**src/rtl/bsg_crossbar_pkg.sv**
```systemverilog
// Shared definitions for the packet-locking crossbar control.
//   xbar_state_e              : per-output arbitration state (idle / locked to an owner)
//   xbar_len_width_default_lp : default width of the header length field
//   safe_clog2()              : index width that never collapses to zero bits
//   xbar_len_max()            : largest payload beat count a header can request
package bsg_crossbar_pkg;

    typedef enum logic [0:0] {
        e_xbar_idle   = 1'b0,
        e_xbar_locked = 1'b1
    } xbar_state_e;

    localparam int unsigned xbar_len_width_default_lp = 4;

    // Width of an index over n elements; one bit even when n is 1.
    function automatic int unsigned safe_clog2(input int unsigned n);
        return (n <= 1) ? 1 : $clog2(n);
    endfunction

    function automatic int unsigned xbar_len_max(input int unsigned len_width);
        return (1 << len_width) - 1;
    endfunction

endpackage

```
**src/rtl/bsg_crossbar_packet_lock_fsm.sv**
```systemverilog
// Per-output packet arbiter. Picks a requester round-robin on a header beat and
// then stays locked to that owner for the number of payload beats in its header.
//   clk_i, reset_i : clock, synchronous active-high reset
//   req_i          : one request bit per crossbar input aimed at this output
//   len_i          : packed header length field of every input
//   ready_and_i    : output sink ready
//   grant_o        : zero or one-hot crossbar select for this output
//   valid_o        : output beat valid
//   locked_o       : output is mid-packet
//   owner_o        : input currently holding the lock (valid while locked_o)
module bsg_crossbar_packet_lock_fsm
    import bsg_crossbar_pkg::*;
#(
    parameter int unsigned els_p = 1,
    parameter int unsigned len_width_p = xbar_len_width_default_lp,
    localparam int unsigned ptr_width_lp = safe_clog2(els_p)
) (
    input  logic                         clk_i,
    input  logic                         reset_i,
    input  logic [els_p-1:0]             req_i,
    input  logic [els_p*len_width_p-1:0] len_i,
    input  logic                         ready_and_i,
    output logic [els_p-1:0]             grant_o,
    output logic                         valid_o,
    output logic                         locked_o,
    output logic [ptr_width_lp-1:0]      owner_o
);

    xbar_state_e state_q, state_d, state_cur;
    logic [ptr_width_lp-1:0] owner_q, owner_d;
    logic [ptr_width_lp-1:0] ptr_q, ptr_d, ptr_cur;
    logic [len_width_p-1:0]  cnt_q, cnt_d;

    logic                    rr_found;
    logic [ptr_width_lp-1:0] rr_winner;
    logic [ptr_width_lp-1:0] ptr_next;
    logic [len_width_p-1:0]  winner_len;

    // While reset is held the outputs already behave as idle from a zero pointer,
    // so a packet interrupted by reset never shows a stale lock.
    assign state_cur = reset_i ? e_xbar_idle : state_q;
    assign ptr_cur   = reset_i ? '0 : ptr_q;

    // Rotating-priority pick: scan from ptr_cur and wrap.
    always_comb begin
        int unsigned idx;
        idx       = 0;
        rr_found  = 1'b0;
        rr_winner = '0;
        for (int unsigned k = 0; k < els_p; k++) begin
            idx = (32'(ptr_cur) + k) % els_p;
            if (!rr_found && req_i[idx]) begin
                rr_found  = 1'b1;
                rr_winner = ptr_width_lp'(idx);
            end
        end
    end

    assign ptr_next   = ptr_width_lp'((32'(rr_winner) + 1) % els_p);
    assign winner_len = len_i[rr_winner*len_width_p +: len_width_p];

    always_comb begin
        state_d = state_q;
        owner_d = owner_q;
        cnt_d   = cnt_q;
        ptr_d   = ptr_q;
        grant_o = '0;
        valid_o = 1'b0;
        unique case (state_cur)
            e_xbar_idle: begin
                valid_o = rr_found;
                if (rr_found) begin
                    grant_o[rr_winner] = 1'b1;
                end
                if (rr_found && ready_and_i) begin
                    ptr_d = ptr_next;
                    // A zero-length header is a complete single-beat packet.
                    if (winner_len != '0) begin
                        state_d = e_xbar_locked;
                        owner_d = rr_winner;
                        cnt_d   = winner_len;
                    end
                end
            end
            e_xbar_locked: begin
                // A silent owner leaves the output dark but keeps the lock.
                valid_o           = req_i[owner_q];
                grant_o[owner_q]  = req_i[owner_q];
                if (req_i[owner_q] && ready_and_i) begin
                    cnt_d = cnt_q - len_width_p'(1);
                    if (cnt_q == len_width_p'(1)) begin
                        state_d = e_xbar_idle;
                    end
                end
            end
            default: ;
        endcase
    end

    always_ff @(posedge clk_i) begin
        if (reset_i) begin
            state_q <= e_xbar_idle;
            owner_q <= '0;
            cnt_q   <= '0;
            ptr_q   <= '0;
        end else begin
            state_q <= state_d;
            owner_q <= owner_d;
            cnt_q   <= cnt_d;
            ptr_q   <= ptr_d;
        end
    end

    assign locked_o = (state_cur == e_xbar_locked);
    assign owner_o  = owner_q;

endmodule

```
**src/rtl/bsg_crossbar_packet_lock_ctrl.sv**
```systemverilog
// Packet-granular crossbar control: one locking round-robin arbiter per output,
// so multi-beat packets from different inputs are never interleaved.
//   clk_i, reset_i       : clock, synchronous active-high reset
//   valid_i              : input i presents a beat
//   sel_io_i             : destination output per input, constant across a packet
//   len_i                : payload beats after the header, per input
//   yumi_o               : beat of input i consumed this cycle (zero latency)
//   ready_and_i          : output sink ready
//   valid_o              : output beat valid
//   grants_oi_one_hot_o  : per-output crossbar select, bit [o*i_els_p + i]
//   locked_o             : output is mid-packet
module bsg_crossbar_packet_lock_ctrl
    import bsg_crossbar_pkg::*;
#(
    parameter int unsigned i_els_p = 1,
    parameter int unsigned o_els_p = 1,
    parameter int unsigned len_width_p = xbar_len_width_default_lp,
    localparam int unsigned lg_o_els_lp = safe_clog2(o_els_p),
    localparam int unsigned lg_i_els_lp = safe_clog2(i_els_p)
) (
    input  logic                           clk_i,
    input  logic                           reset_i,
    input  logic [i_els_p-1:0]             valid_i,
    input  logic [i_els_p*lg_o_els_lp-1:0] sel_io_i,
    input  logic [i_els_p*len_width_p-1:0] len_i,
    output logic [i_els_p-1:0]             yumi_o,
    input  logic [o_els_p-1:0]             ready_and_i,
    output logic [o_els_p-1:0]             valid_o,
    output logic [o_els_p*i_els_p-1:0]     grants_oi_one_hot_o,
    output logic [o_els_p-1:0]             locked_o
);

    logic [o_els_p-1:0][i_els_p-1:0]     req;
    logic [o_els_p-1:0][i_els_p-1:0]     grant;
    logic [o_els_p-1:0][lg_i_els_lp-1:0] owner;

    // Decode each input's destination and transpose into per-output requests.
    always_comb begin
        req = '0;
        for (int unsigned o = 0; o < o_els_p; o++) begin
            for (int unsigned i = 0; i < i_els_p; i++) begin
                req[o][i] = valid_i[i] && (32'(sel_io_i[i*lg_o_els_lp +: lg_o_els_lp]) == o);
            end
        end
    end

    for (genvar o = 0; o < o_els_p; o++) begin : g_out
        bsg_crossbar_packet_lock_fsm #(
            .els_p       (i_els_p),
            .len_width_p (len_width_p)
        ) u_fsm (
            .clk_i       (clk_i),
            .reset_i     (reset_i),
            .req_i       (req[o]),
            .len_i       (len_i),
            .ready_and_i (ready_and_i[o]),
            .grant_o     (grant[o]),
            .valid_o     (valid_o[o]),
            .locked_o    (locked_o[o]),
            .owner_o     (owner[o])
        );

        a_grant_onehot: assert property (@(posedge clk_i) disable iff (reset_i)
            $onehot0(grant[o]));

        // The owner was granted because it pointed here; it must keep doing so.
        a_owner_sel_held: assert property (@(posedge clk_i) disable iff (reset_i)
            (locked_o[o] && valid_i[owner[o]])
                |-> (32'(sel_io_i[owner[o]*lg_o_els_lp +: lg_o_els_lp]) == o));
    end

    for (genvar i = 0; i < i_els_p; i++) begin : g_in
        a_sel_in_range: assert property (@(posedge clk_i) disable iff (reset_i)
            valid_i[i] |-> (32'(sel_io_i[i*lg_o_els_lp +: lg_o_els_lp]) < o_els_p));
    end

    assign grants_oi_one_hot_o = grant;

    // sel is fixed per input, so at most one output term is ever set per input.
    always_comb begin
        yumi_o = '0;
        for (int unsigned o = 0; o < o_els_p; o++) begin
            for (int unsigned i = 0; i < i_els_p; i++) begin
                yumi_o[i] = yumi_o[i] | (grant[o][i] & valid_o[o] & ready_and_i[o]);
            end
        end
    end

endmodule

```
**config.mk**
```make
export PLATFORM = sky130hd
export DESIGN_NAME = bsg_crossbar_packet_lock_ctrl
export DESIGN_NICKNAME = d
export VERILOG_FILES = /design/src/rtl/bsg_crossbar_pkg.sv /design/src/rtl/bsg_crossbar_packet_lock_fsm.sv /design/src/rtl/bsg_crossbar_packet_lock_ctrl.sv
export SDC_FILE = /design/constraint.sdc
export NUM_CORES = 1
export LEC_CHECK = 0
export BUFFER_PORTS_ARGS = -buffer_cell sky130_fd_sc_hd__buf_2
export CAP_MARGIN = 20
export CORE_AREA = 4 4 41 43
export DETAILED_ROUTE_END_ITERATION = 10
export DIE_AREA = 0 0 45 47
export PLACE_DENSITY = 0.49
export SYNTH_ARGS = -nofsm -noshare
export SYNTH_HDL_FRONTEND = slang
export SYNTH_SLANG_ARGS = --single-unit
export TNS_END_PERCENT = 10
```
**constraint.sdc**
```tcl
create_clock -name clk_i -period 1.4 [get_ports clk_i]
set_input_delay 0 -clock clk_i [delete_from_list [all_inputs] [get_ports clk_i]]
set_output_delay 0 -clock clk_i [all_outputs]
set_load 0.005 [all_outputs]
```
==> out/qor.csv <==
metric,value,unit
ctsHoldBuffers,0,
drive_gt1_share,33.9,%
cp_max_fo,9,
synth_most_common_cell,dfxtp_1,
area_growth,28.0,%
htreeDepth,1,
power.internal,291,µW
cp_slowest_cell,o31ai_4,
power_frac_clock,43.0,%
cts.repair.resized,0,
power.density,867,nW/µm²
diodes,0,
slew_headroom,73.9,%
clockBufferDepth,2,
wl_per_cell,9.70,µm
timing.final.crit_share,88.3,%
slew_viol_final,0,
switching_share,24.9,%
critPathRequiredTime,1.55,ns
yosysTopAreaCellShare,28.7,%
synth_cells,41,
rsz0062_at_grt,no,
synth_edf_count,0,
hold_class,primary input to register,
finClkSkew,0.00114,ns
power.leakage,0.000186,µW
path_class,register to register,
syn-num-nets,52,
hold_viol_final,0,
ys_top_cells_by_area,"dfxtp_1 29%, ha_1 7.2%, o31ai_4 6.1%",
fin_total_pwr,387,µW
synth_top_area_cell,dfxtp_1,
grt_pass1_wl,1.21,mm
setup_viol,0,
cp_cell_sequence,nor2b_2 -> o31ai_4 -> nor4_1 -> a211oi_1,
endpoint_kind,register,
ir_drop,0.430,mV
worst_slew_pin_slew,0.392,ns
io_buffers,12,
path_clk_slew,0.04,ns
die_w,45,µm
power.switching,96.4,µW
cts_buffers,3,
yosys_warnings,0,
drt_wl_total,689,µm
rr_worst_depth,4,
post_cts_buffers,0,
synthFlopType,dfxtp_1,
fp.dieH,47,µm
async_flop_share,0,%
cts_root_buf,clkbuf_4,
start_util,26.8,%
grt_max_degree,10,
drtPass1Iterations,1,
syn_area,349,µm²
cts.sinks,5,
whs,0.0128,ns
drc_errors,0,
clock_latency,0.24,ns
yosysSeqAreaShare,28.7,%
core_area,1300,µm²
crit_arrival,1.39,ns
track_usage,7.91,%
first_iter_violations,0,
power_frac_comb,17.3,%
fmax,809,MHz
syn_avg_cell_area,8.51,µm²
ant_nets,0,
nNetsFinal,68,
io_pins,13,
rows,13,
grt.overflow.total,0,
start_kind,register,
finalCriticalPeriod,1.24,ns
antenna_found_initial,0,
p_seq_share,39.7,%
die_area,2120,µm²
synth_common_cells,"5 x dfxtp_1, 4 x inv_1, 3 x a21oi_1, 3 x nor2b_1",
maxCapViolations,0,
synth_seq_cells,5,
via_per_inst,4.58,
via_count,325,
grt_pass1_vias,325,
place_hpwl,555,µm
gp_congestion,0.729,
whs_path_depth,2,
fin_tns_setup,0,ns
cts_tree,built,
status,"complete, no violations",
critical_path.max_stage_delay,0.39,ns
synth_cell_types,23,
worst max-delay path, delay by kind of cell, from the launching register on:
kind            cells  cell delay (ns)
compound gates      2             0.59
flops               1             0.30
simple gates        2             0.26
power by group through the flow:
stage                     Clock (µW)  Sequential [µW]  Combinational (µW)
after floorplan                    0              155                43.5
after global placement             0              156                68.3
after detailed placement           0              156                67.8
after CTS                        174              154                68.3
after global routing             183              155                75.9
final                            167              154                67.0
metrics by stage:
| stage | area [µm²] | setup slack (ns) | instances | utilization [%] |
|---|---|---|---|---|
| 2_1_floorplan | 349 | 0.106 | 41 | - |
| 3_3_place_gp | 420 | 0.152 | 67 | 32.3 |
| 3_5_place_dp | 420 | 0.172 | 67 | 32.3 |
| 4_1_cts | 447 | 0.158 | 71 | 34.3 |
| 5_1_grt | 447 | 0.0105 | 71 | 34.3 |
| 6_report | 447 | 0.164 | 71 | 34.3 |
cell type report:
class                   count  area [µm²]
inverters                   4        15.0
repair buffers             13        67.6
flip-flops and latches      5         100
well taps                  15        18.8
multi-input cells          30         219
clock buffers               4        26.3
fillers                   161         855
placed cells by master (no fill, tap or decap):
| master | instances |
|---|---|
| a211oi_1 | 2 |
| a21o_1 | 2 |
| a21oi_1 | 3 |
| and3b_1 | 1 |
| buf_2 | 12 |
| buf_4 | 1 |
| clkbuf_1 | 1 |
| clkbuf_4 | 3 |
| dfxtp_1 | 5 |
| ha_1 | 2 |
| inv_1 | 4 |
| mux2i_1 | 1 |
| nand2_1 | 2 |
| nand2b_1 | 1 |
| nand3b_1 | 1 |
| nor2_1 | 2 |
| nor2b_1 | 3 |
| nor2b_2 | 1 |
| nor3_1 | 1 |
| nor4_1 | 1 |
| o21ai_0 | 1 |
| o21ai_1 | 2 |
| o31ai_4 | 1 |
| or3_1 | 1 |
| or3_4 | 1 |
| xnor2_1 | 1 |
state kept, by name, summed over array words and instances, names as in the netlist:
name,flops
g_out.u_fsm.cnt_q,4
g_out.u_fsm.state_q,1
worst paths after layout:
kind                                   to  slack (ns)                     from
setup / recovery   g_out[0].u_fsm.state_q        0.16   g_out[0].u_fsm.state_q
hold / removal    g_out[0].u_fsm.cnt_q[0]        0.01                  reset_i
setup reg to reg   g_out[0].u_fsm.state_q        0.16   g_out[0].u_fsm.state_q
hold reg to reg   g_out[0].u_fsm.cnt_q[3]        0.48  g_out[0].u_fsm.cnt_q[3]
metal layers:
layer / GRT usage [%] / up-vias / part of all wire, %
li1: - / 171 / -
met1: 8.22 / 152 / 40
met2: 13.8 / 2 / 58
met3: 1.15 / 0 / 2.2
met4: 7.02 / 0 / 0
met5: 0 / - / 0
logic make-up after synthesis:
group / count (synthesis) / synth area share (%)
AND/OR/NAND/NOR: 15 / 26.9
AO/OA/AOI/OAI: 11 / 23.3
buffers and inverters: 6 / 8.60
flip-flops: 5 / 28.7
adder cells (fa/ha/maj): 2 / 7.17
XOR/XNOR: 1 / 2.51
multiplexers: 1 / 2.87
No activity file was read; power rests on OpenSTA's default activity.
